<file path="config.mk">
export PLATFORM = sky130hd
export DESIGN_NAME = div_flat
export DESIGN_NICKNAME = d
export VERILOG_FILES = /design/src/rtl/div_pkg.sv /design/src/rtl/div_if.sv /design/src/rtl/div.sv /design/src/flat_wrapper.sv
export SDC_FILE = /design/constraint.sdc
export NUM_CORES = 1
export LEC_CHECK = 0
export CAP_MARGIN = 20
export CORE_ASPECT_RATIO = 1.25
export CORE_MARGIN = 2
export CORE_UTILIZATION = 45
export CTS_BUF_LIST = sky130_fd_sc_hd__clkbuf_8
export DETAILED_ROUTE_END_ITERATION = 8
export GPL_ROUTABILITY_DRIVEN = 0
export PLACE_DENSITY_LB_ADDON = 0.1
export SETUP_SLACK_MARGIN = 0.02
export SLEW_MARGIN = 0
export SYNTH_ARGS = -nofsm -noshare
export SYNTH_HDL_FRONTEND = slang
export SYNTH_SLANG_ARGS = --single-unit
</file>
<file path="constraint.sdc">
create_clock -name clk -period 4.3 [get_ports clk]
set_input_delay 0.86 -clock clk [delete_from_list [all_inputs] [get_ports clk]]
set_output_delay 0.86 -clock clk [all_outputs]
set_load 0.02 [all_outputs]
</file>
<file path="src/rtl/div_pkg.sv">
// Shared widths, handshake encodings and FSM state type for the divider.
package div_pkg;
  localparam int RegBus       = 32;
  localparam int DoubleRegBus = 64;

  localparam logic [RegBus-1:0] ZeroWord = '0;

  localparam logic DivResultReady    = 1'b1;
  localparam logic DivResultNotReady = 1'b0;
  localparam logic DivStart          = 1'b1;
  localparam logic DivStop           = 1'b0;

  typedef enum logic [1:0] {
    DivFree   = 2'b00,
    DivByZero = 2'b01,
    DivOn     = 2'b10,
    DivEnd    = 2'b11
  } div_state_e;
endpackage

</file>
<file path="src/rtl/div_if.sv">
// Request/response bundle between the execute stage (master) and the divider (slave).
interface div_if;
  import div_pkg::*;

  logic                    signed_div_i;
  logic [RegBus-1:0]       opdata1_i;
  logic [RegBus-1:0]       opdata2_i;
  logic                    start_i;
  logic                    annul_i;
  logic [DoubleRegBus-1:0] result_o;
  logic                    ready_o;

  modport master (
    output signed_div_i, opdata1_i, opdata2_i, start_i, annul_i,
    input  result_o, ready_o
  );

  modport slave (
    input  signed_div_i, opdata1_i, opdata2_i, start_i, annul_i,
    output result_o, ready_o
  );
endinterface

</file>
<file path="src/rtl/div.sv">
// Multi-cycle 32-bit restoring divider: one quotient bit per cycle,
// returns {remainder, quotient}, handles divide-by-zero and annul.
module div
  import div_pkg::*;
(
  input  logic  clk,
  input  logic  rst,
  div_if.slave  bus
);

  div_state_e        state;
  logic [64:0]       dividend;
  logic [RegBus-1:0] divisor;
  logic [5:0]        cnt;
  logic              signed_div;
  logic              sign1;
  logic              sign2;

  logic [RegBus:0]   trial;
  logic [RegBus-1:0] op1_abs;
  logic [RegBus-1:0] op2_abs;
  logic [RegBus-1:0] q_fix;
  logic [RegBus-1:0] r_fix;

  // Trial subtraction of the divisor from the current partial remainder.
  assign trial = {1'b0, dividend[63:32]} - {1'b0, divisor};

  // Operand magnitudes; only negative operands in signed mode are negated.
  assign op1_abs = (bus.signed_div_i && bus.opdata1_i[31]) ? (~bus.opdata1_i + 32'd1) : bus.opdata1_i;
  assign op2_abs = (bus.signed_div_i && bus.opdata2_i[31]) ? (~bus.opdata2_i + 32'd1) : bus.opdata2_i;

  // Sign restoration: quotient negative when signs differ, remainder follows the dividend.
  assign q_fix = (signed_div && (sign1 ^ sign2)) ? (~dividend[31:0] + 32'd1) : dividend[31:0];
  assign r_fix = (signed_div && sign1) ? (~dividend[64:33] + 32'd1) : dividend[64:33];

  // FSM and datapath; the final {r, q} is parked in dividend so DivEnd can re-publish it.
  always_ff @(posedge clk or negedge rst) begin
    if (!rst) begin
      state        <= DivFree;
      dividend     <= '0;
      divisor      <= ZeroWord;
      cnt          <= '0;
      signed_div   <= 1'b0;
      sign1        <= 1'b0;
      sign2        <= 1'b0;
      bus.result_o <= '0;
      bus.ready_o  <= DivResultNotReady;
    end else begin
      case (state)
        DivFree: begin
          if (bus.start_i == DivStart && !bus.annul_i) begin
            state      <= (bus.opdata2_i == ZeroWord) ? DivByZero : DivOn;
            cnt        <= '0;
            signed_div <= bus.signed_div_i;
            sign1      <= bus.signed_div_i & bus.opdata1_i[31];
            sign2      <= bus.signed_div_i & bus.opdata2_i[31];
            divisor    <= op2_abs;
            dividend   <= {32'b0, op1_abs, 1'b0};
          end
        end
        DivByZero: begin
          dividend <= '0;
          state    <= DivEnd;
        end
        DivOn: begin
          if (bus.annul_i) begin
            state <= DivFree;
            cnt   <= '0;
          end else if (cnt < 6'd32) begin
            if (trial[32]) begin
              dividend <= dividend << 1;
            end else begin
              dividend <= {trial[31:0], dividend[31:0], 1'b1};
            end
            cnt <= cnt + 6'd1;
          end else begin
            dividend     <= {r_fix, 1'b0, q_fix};
            bus.result_o <= {r_fix, q_fix};
            bus.ready_o  <= DivResultReady;
            cnt          <= '0;
            state        <= DivEnd;
          end
        end
        DivEnd: begin
          if (bus.start_i == DivStart) begin
            bus.result_o <= {dividend[64:33], dividend[31:0]};
            bus.ready_o  <= DivResultReady;
          end else begin
            bus.result_o <= '0;
            bus.ready_o  <= DivResultNotReady;
            state        <= DivFree;
          end
        end
        default: state <= DivFree;
      endcase
    end
  end

endmodule

</file>
<file path="src/flat_wrapper.sv">
// flat-port wrapper written by rule: the top's interface ports become plain ports
module div_flat import div_pkg::*;
  (clk, rst, bus_signed_div_i, bus_opdata1_i, bus_opdata2_i, bus_start_i, bus_annul_i, bus_result_o, bus_ready_o);
  div_if bus_i ();
  input  logic clk;
  input  logic rst;
  input wire logic [$bits(bus_i.signed_div_i)-1:0] bus_signed_div_i;
  input wire logic [$bits(bus_i.opdata1_i)-1:0] bus_opdata1_i;
  input wire logic [$bits(bus_i.opdata2_i)-1:0] bus_opdata2_i;
  input wire logic [$bits(bus_i.start_i)-1:0] bus_start_i;
  input wire logic [$bits(bus_i.annul_i)-1:0] bus_annul_i;
  output wire logic [$bits(bus_i.result_o)-1:0] bus_result_o;
  output wire logic [$bits(bus_i.ready_o)-1:0] bus_ready_o;
  assign bus_i.signed_div_i = bus_signed_div_i;
  assign bus_i.opdata1_i = bus_opdata1_i;
  assign bus_i.opdata2_i = bus_opdata2_i;
  assign bus_i.start_i = bus_start_i;
  assign bus_i.annul_i = bus_annul_i;
  assign bus_result_o = bus_i.result_o;
  assign bus_ready_o = bus_i.ready_o;
  div u_core (.clk(clk), .rst(rst), .bus(bus_i));
endmodule
</file>
======== After elaboration in Yosys (flattened, before gate mapping) ========
Index checks and enable logic that the tools add are counted.
word-level totals
  input port bits ......................... 69
  output and inout port bits .............. 65
  flip-flop bits (word level) ............. 173
  word-level logic and storage cells ...... 74
operators by class
  $add $sub $neg .......................... 6
  bitwise logic cells ..................... 7
  order comparisons ....................... 1
  eq/ne operators ......................... 8
  mux-type cells .......................... 27
  reduce and logical (&&, ||, !) cells .... 16
operators with widths
  operator               count
  $mux 65                4
  $pmux 65 s3            1
  $mux 64                3
  $add 32x1->32 const B  4
  $mux 32                4
  $not 32->32            4
  $pmux 64 s2            1
  $sub 32x32->33         1
  $logic_not 32->1       1
  $mux 6                 3
  $pmux 6 s2             1
  $mux 2                 5
  $reduce_and 3->1       3
  $pmux 2 s4             1
  $add 6x1->6 const B    1
  $lt 6x6->1 const B     1
  $ne 2x2->1 const B     3
  $logic_and 1x1->1      5
  $eq 2x2->1 const B     2
  $reduce_and 2->1       2
  $reduce_bool 2->1      2
  $mux 1                 3
  $ne 3x3->1 const B     1
  $reduce_bool 3->1      1
  other kinds (7)        8

======== Depth between registers and ports, before layout ========
  depth after elaboration ................. 6
  gate-level depth with buffers ........... 14
  mapped depth without buffers ............ 12

======== Worst setup path before layout ========
OpenSTA, ideal clock, no wires.
  path kind ............................... input to register
  start ................................... input bus_opdata2_i[6]
  end ..................................... register u_core.divisor[29]
  setup slack ............................. 1211 ps
  buffers on the path ..................... 0
  stages on the path ...................... 9
  arrival time ............................ 2953 ps
  cells stage by stage .................... or4_4 -> or3_4 -> nor3_4 -> nand2_2 -> or4_4 -> nor4_4 -> a21oi_1 -> xnor2_1 -> o21ai_0
on the way
  longest elaborated chain between the ends .. 3
RTL lines
  what                  line               RTL
  from (decl)           flat_wrapper.sv:9  input wire logic [$bits(bus_i.opdata2_i)-1:0] bus_opdata2_i;
  $not 32->32           div.sv:30          assign op2_abs = (bus.signed_div_i && bus.opdata2_i[31]) ? (~bus.opdata2_i + 32'd1) : bus.opdata2_i;
  $add 32x1->32         div.sv:30
  $mux 32               div.sv:30
  to (signal assigned)  div.sv:41          divisor <= ZeroWord;
  to (signal assigned)  div.sv:57          divisor <= op2_abs;
  to (decl)             div.sv:13          logic [RegBus-1:0] divisor;
Every way passes these cells.
A chain may end at the register's enable or synchronous reset.

======== Final worst setup path ========
  start ................................... register u_core.dividend[33]
  end ..................................... register u_core.dividend[64]
on the way
  longest elaborated chain between the ends .. 6
  elaborated cells on any way between the ends .. 8
  those cells by class .................... add/sub: 2; mux: 5; bitwise: 1
RTL lines
  what                    line       RTL
  from (decl)             div.sv:12  logic [64:0] dividend;
  from (signal assigned)  div.sv:58  dividend <= {32'b0, op1_abs, 1'b0};
  from (signal assigned)  div.sv:71  dividend <= dividend << 1;
  from (signal assigned)  div.sv:73  dividend <= {trial[31:0], dividend[31:0], 1'b1};
  $not 32->32             div.sv:34  assign r_fix = (signed_div && sign1) ? (~dividend[64:33] + 32'd1) : dividend[64:33];
  $add 32x1->32           div.sv:34
  $mux 32                 div.sv:34
  $mux 65 *               div.sv:69  end else if (cnt < 6'd32) begin
  $mux 65 *               div.sv:66  if (bus.annul_i) begin
  $pmux 65 s3 *           div.sv:49  case (state)
Every way passes the cells marked *; elsewhere a longest branch is shown, timed or not. The select of a mux whose other input is x is not followed.

==> metrics.cfg <==
[run_status]
status=finished, final reports clean

[route]
drcViolationCount=0
drtIter0Drc=897
num_vias=13080
via_per_inst=5.967
wire_per_inst_um=19.75
wirelength_um=43290
firstDrtPassIters=8
antenna_left=0

[floorplanning]
rows=70
die_h_um=195.4
core_um2=29080
num_io_pins=134
dieWidth_um=157.1
start_util=0.4535
die_area_um2=30700

[timing]
skew_ps=23.35
period_minus_slack_ps=3563
setup_viol=0
fin_setup_tns_ps=0
rsz0062_at_grt=false
slew_viol_final=0
relSlewSlack=0.3344
period_share=0.8286
finalHoldViolCount=0
fmax_ghz=0.2807
tightest_slew_ps=994.7

[synth]
netlist_area_um2=13190
synth-adder-area-share=0.04137
avgSynthCellArea_um2=7.591
syn_nets=1849
yosys.area_share.simple=0.2067
synth_warnings=0
async_flop_share=1.000
synth_top_family_by_area=compound AO/OA/AOI/OAI gates
synth-seq-area-share=0.3283
synth_xor_area_frac=0.08568
synth_edf_count=0
syn_inst=1737
ys_seq_elements=173
synth.distinct_cells=71
synth_compound_area_frac=0.2673
synth_ff_type=dfrtp_1
synth_mux_area_frac=0.01433

[global_routing]
grt-ovfl-total=0
track_usage=0.2823
grt_max_degree=94
grt_antenna_before_repair=0
grt_pass1_wl_um=67390
grt_pass1_vias=12429

[cells_and_area]
drive_gt1_frac=0.05234
areaGrowthSynthToFinish_pct=14.86
fin_nets=1895
fin_cells=2192
most-common-layout-cells=nor2_1 (227), o21ai_0 (209), nand2_1 (200), dfrtp_1 (172), a21oi_1 (143)
antenna_cells=0
final_common_cell=nor2_1

[clocking]
cts_setup_buffers=0
hold_buffers=0
cts_resized=0
htree_levels=4
cts_sinks=173
cts.path.max_buffers=2
cts_tree=built
numCtsBuffers=17
cts-root-buf=clkbuf_8
path_clk_slew_ps=100
worstSkewPairLatency_ps=500

[worst_setup_path]
rr_startpoint=u_core.dividend[33]
critical_path_class=register to register
r2r_slack_ps=740
r2r_end=u_core.dividend[64]
cp_num_cells=11
cp_max_fo=4
cpPeakStageDelay_ps=590
startpoint_type=register
path_delay_family=compound AO/OA/AOI/OAI gates
critical_path_buf_inv_count=1
ff2ff_path_depth=11
crit_slowest_cell=a211oi_1
worst_ep_arrival_time_ps=3960
crit_chain=buf_4 -> ha_1 -> nor2b_1 -> o2111ai_1 -> a21oi_1 -> a211oi_1 -> o21ai_0 -> o41a_1 -> a31oi_1 -> nor2_1 -> a311oi_1
required_ps=4700
critPathCaptureType=register

[placed_design]
io_buffers=133
dp_cells=2160
hpwl_um=32010

[flow_run]
maxCapViolations=0

[hold_path]
holdCritPathClass=primary input to asynchronous set/reset pin

[power_and_ir_drop]
cellLeakagePower_uw=0.006306
peakVddDrop_v=0.0002980
powerDensity_nw_per_um2=601.5

==> per-layer routing <==
metal  track usage  vias up  wire length [um]
met5             0        -                 0
met4        0.1815        0              2949
met3       0.03329      132              1370
met2        0.5145      377             23190
met1        0.3055     6314             15780
li1              -     6257                 -
==> cells by family after synthesis <==
kind of cell    Yosys count
simple gates            602
compound gates          576
buf+inv                 196
flops                   173
xor+xnor                129
fa+ha+maj                43
mux                      18
==> layout make-up <==
class	instances	area [um2]
tap	396	495.5
fill	2887	13930
sequential	173	4330
multi-input combinational	1368	8158
clock inverter	14	108.9
inverter	64	240.2
clock buffer	18	247.7
timing repair buffer	159	1565
==> flip-flops by register name, summed over array words and instances, names as in the netlist <==
| signal | flops |
|---|---|
| u_core.divisor | 32 |
| u_core.cnt | 6 |
| u_core.sign1 | 1 |
| u_core.bus.result_o | 64 |
| u_core.signed_div | 1 |
| u_core.sign2 | 1 |
| u_core.bus.ready_o | 1 |
| u_core.state | 2 |
| u_core.dividend | 65 |
==> stage by stage <==
| step | hold WS (ps) | setup WS (ps) | util | power [uW] | area (um2) |
|---|---|---|---|---|---|
| 2_1_floorplan | 449.8 | 1211 | - | 6114 | 13190 |
| 3_3_place_gp | 452.7 | 527.4 | 0.5086 | 7918 | 14790 |
| 3_5_place_dp | 465.5 | 414.1 | 0.5086 | 8009 | 14790 |
| 4_1_cts | 489.0 | 765.8 | 0.5209 | 9144 | 15150 |
| 5_1_grt | 511.7 | 556.3 | 0.5209 | 9776 | 15150 |
| 6_report | 442.3 | 736.9 | 0.5209 | 9111 | 15150 |
==> report_power, final <==
| part | switching (uW) | internal [uW] |
|---|---|---|
| Clock | 694 | 425 |
| Sequential | 600 | 2230 |
| Combinational | 3180 | 1980 |
==> how the worst max path moves through the flow <==
stage                                    from                   to  slack [ps]
final                     u_core.dividend[33]  u_core.dividend[64]         740
after global routing      u_core.dividend[33]  u_core.dividend[64]         560
after CTS                 u_core.dividend[33]  u_core.dividend[62]         770
after detailed placement     bus_opdata2_i[6]      u_core.state[1]         410
after global placement       bus_opdata2_i[6]      u_core.state[1]         530
after floorplan              bus_opdata2_i[6]   u_core.divisor[29]        1210
==> synth_stat cells (all sizes together) (9+ instances only) <==
cell	number	area [um2]
o221ai	18	157.7
and2	14	87.59
dfrtp	173	4329
xnor2	70	613.1
o21ai	214	1071
nand3	15	80.08
ha	42	525.5
nor2	228	855.8
nand2	201	757.0
clkbuf	123	461.7
nand2b	11	68.82
a22o	13	113.9
nor4	19	155.2
o211ai	10	75.07
mux2i	11	110.1
o31ai	24	180.2
or3	19	125.1
nor3	56	306.5
a22oi	11	82.58
xor2	59	516.8
buf	9	41.29
a221oi	25	219.0
a21oi	144	720.7
a31oi	26	162.7
a21o	16	120.1
o21a	19	142.6
inv	64	240.2
No activity file was read; power rests on OpenSTA's default activity.
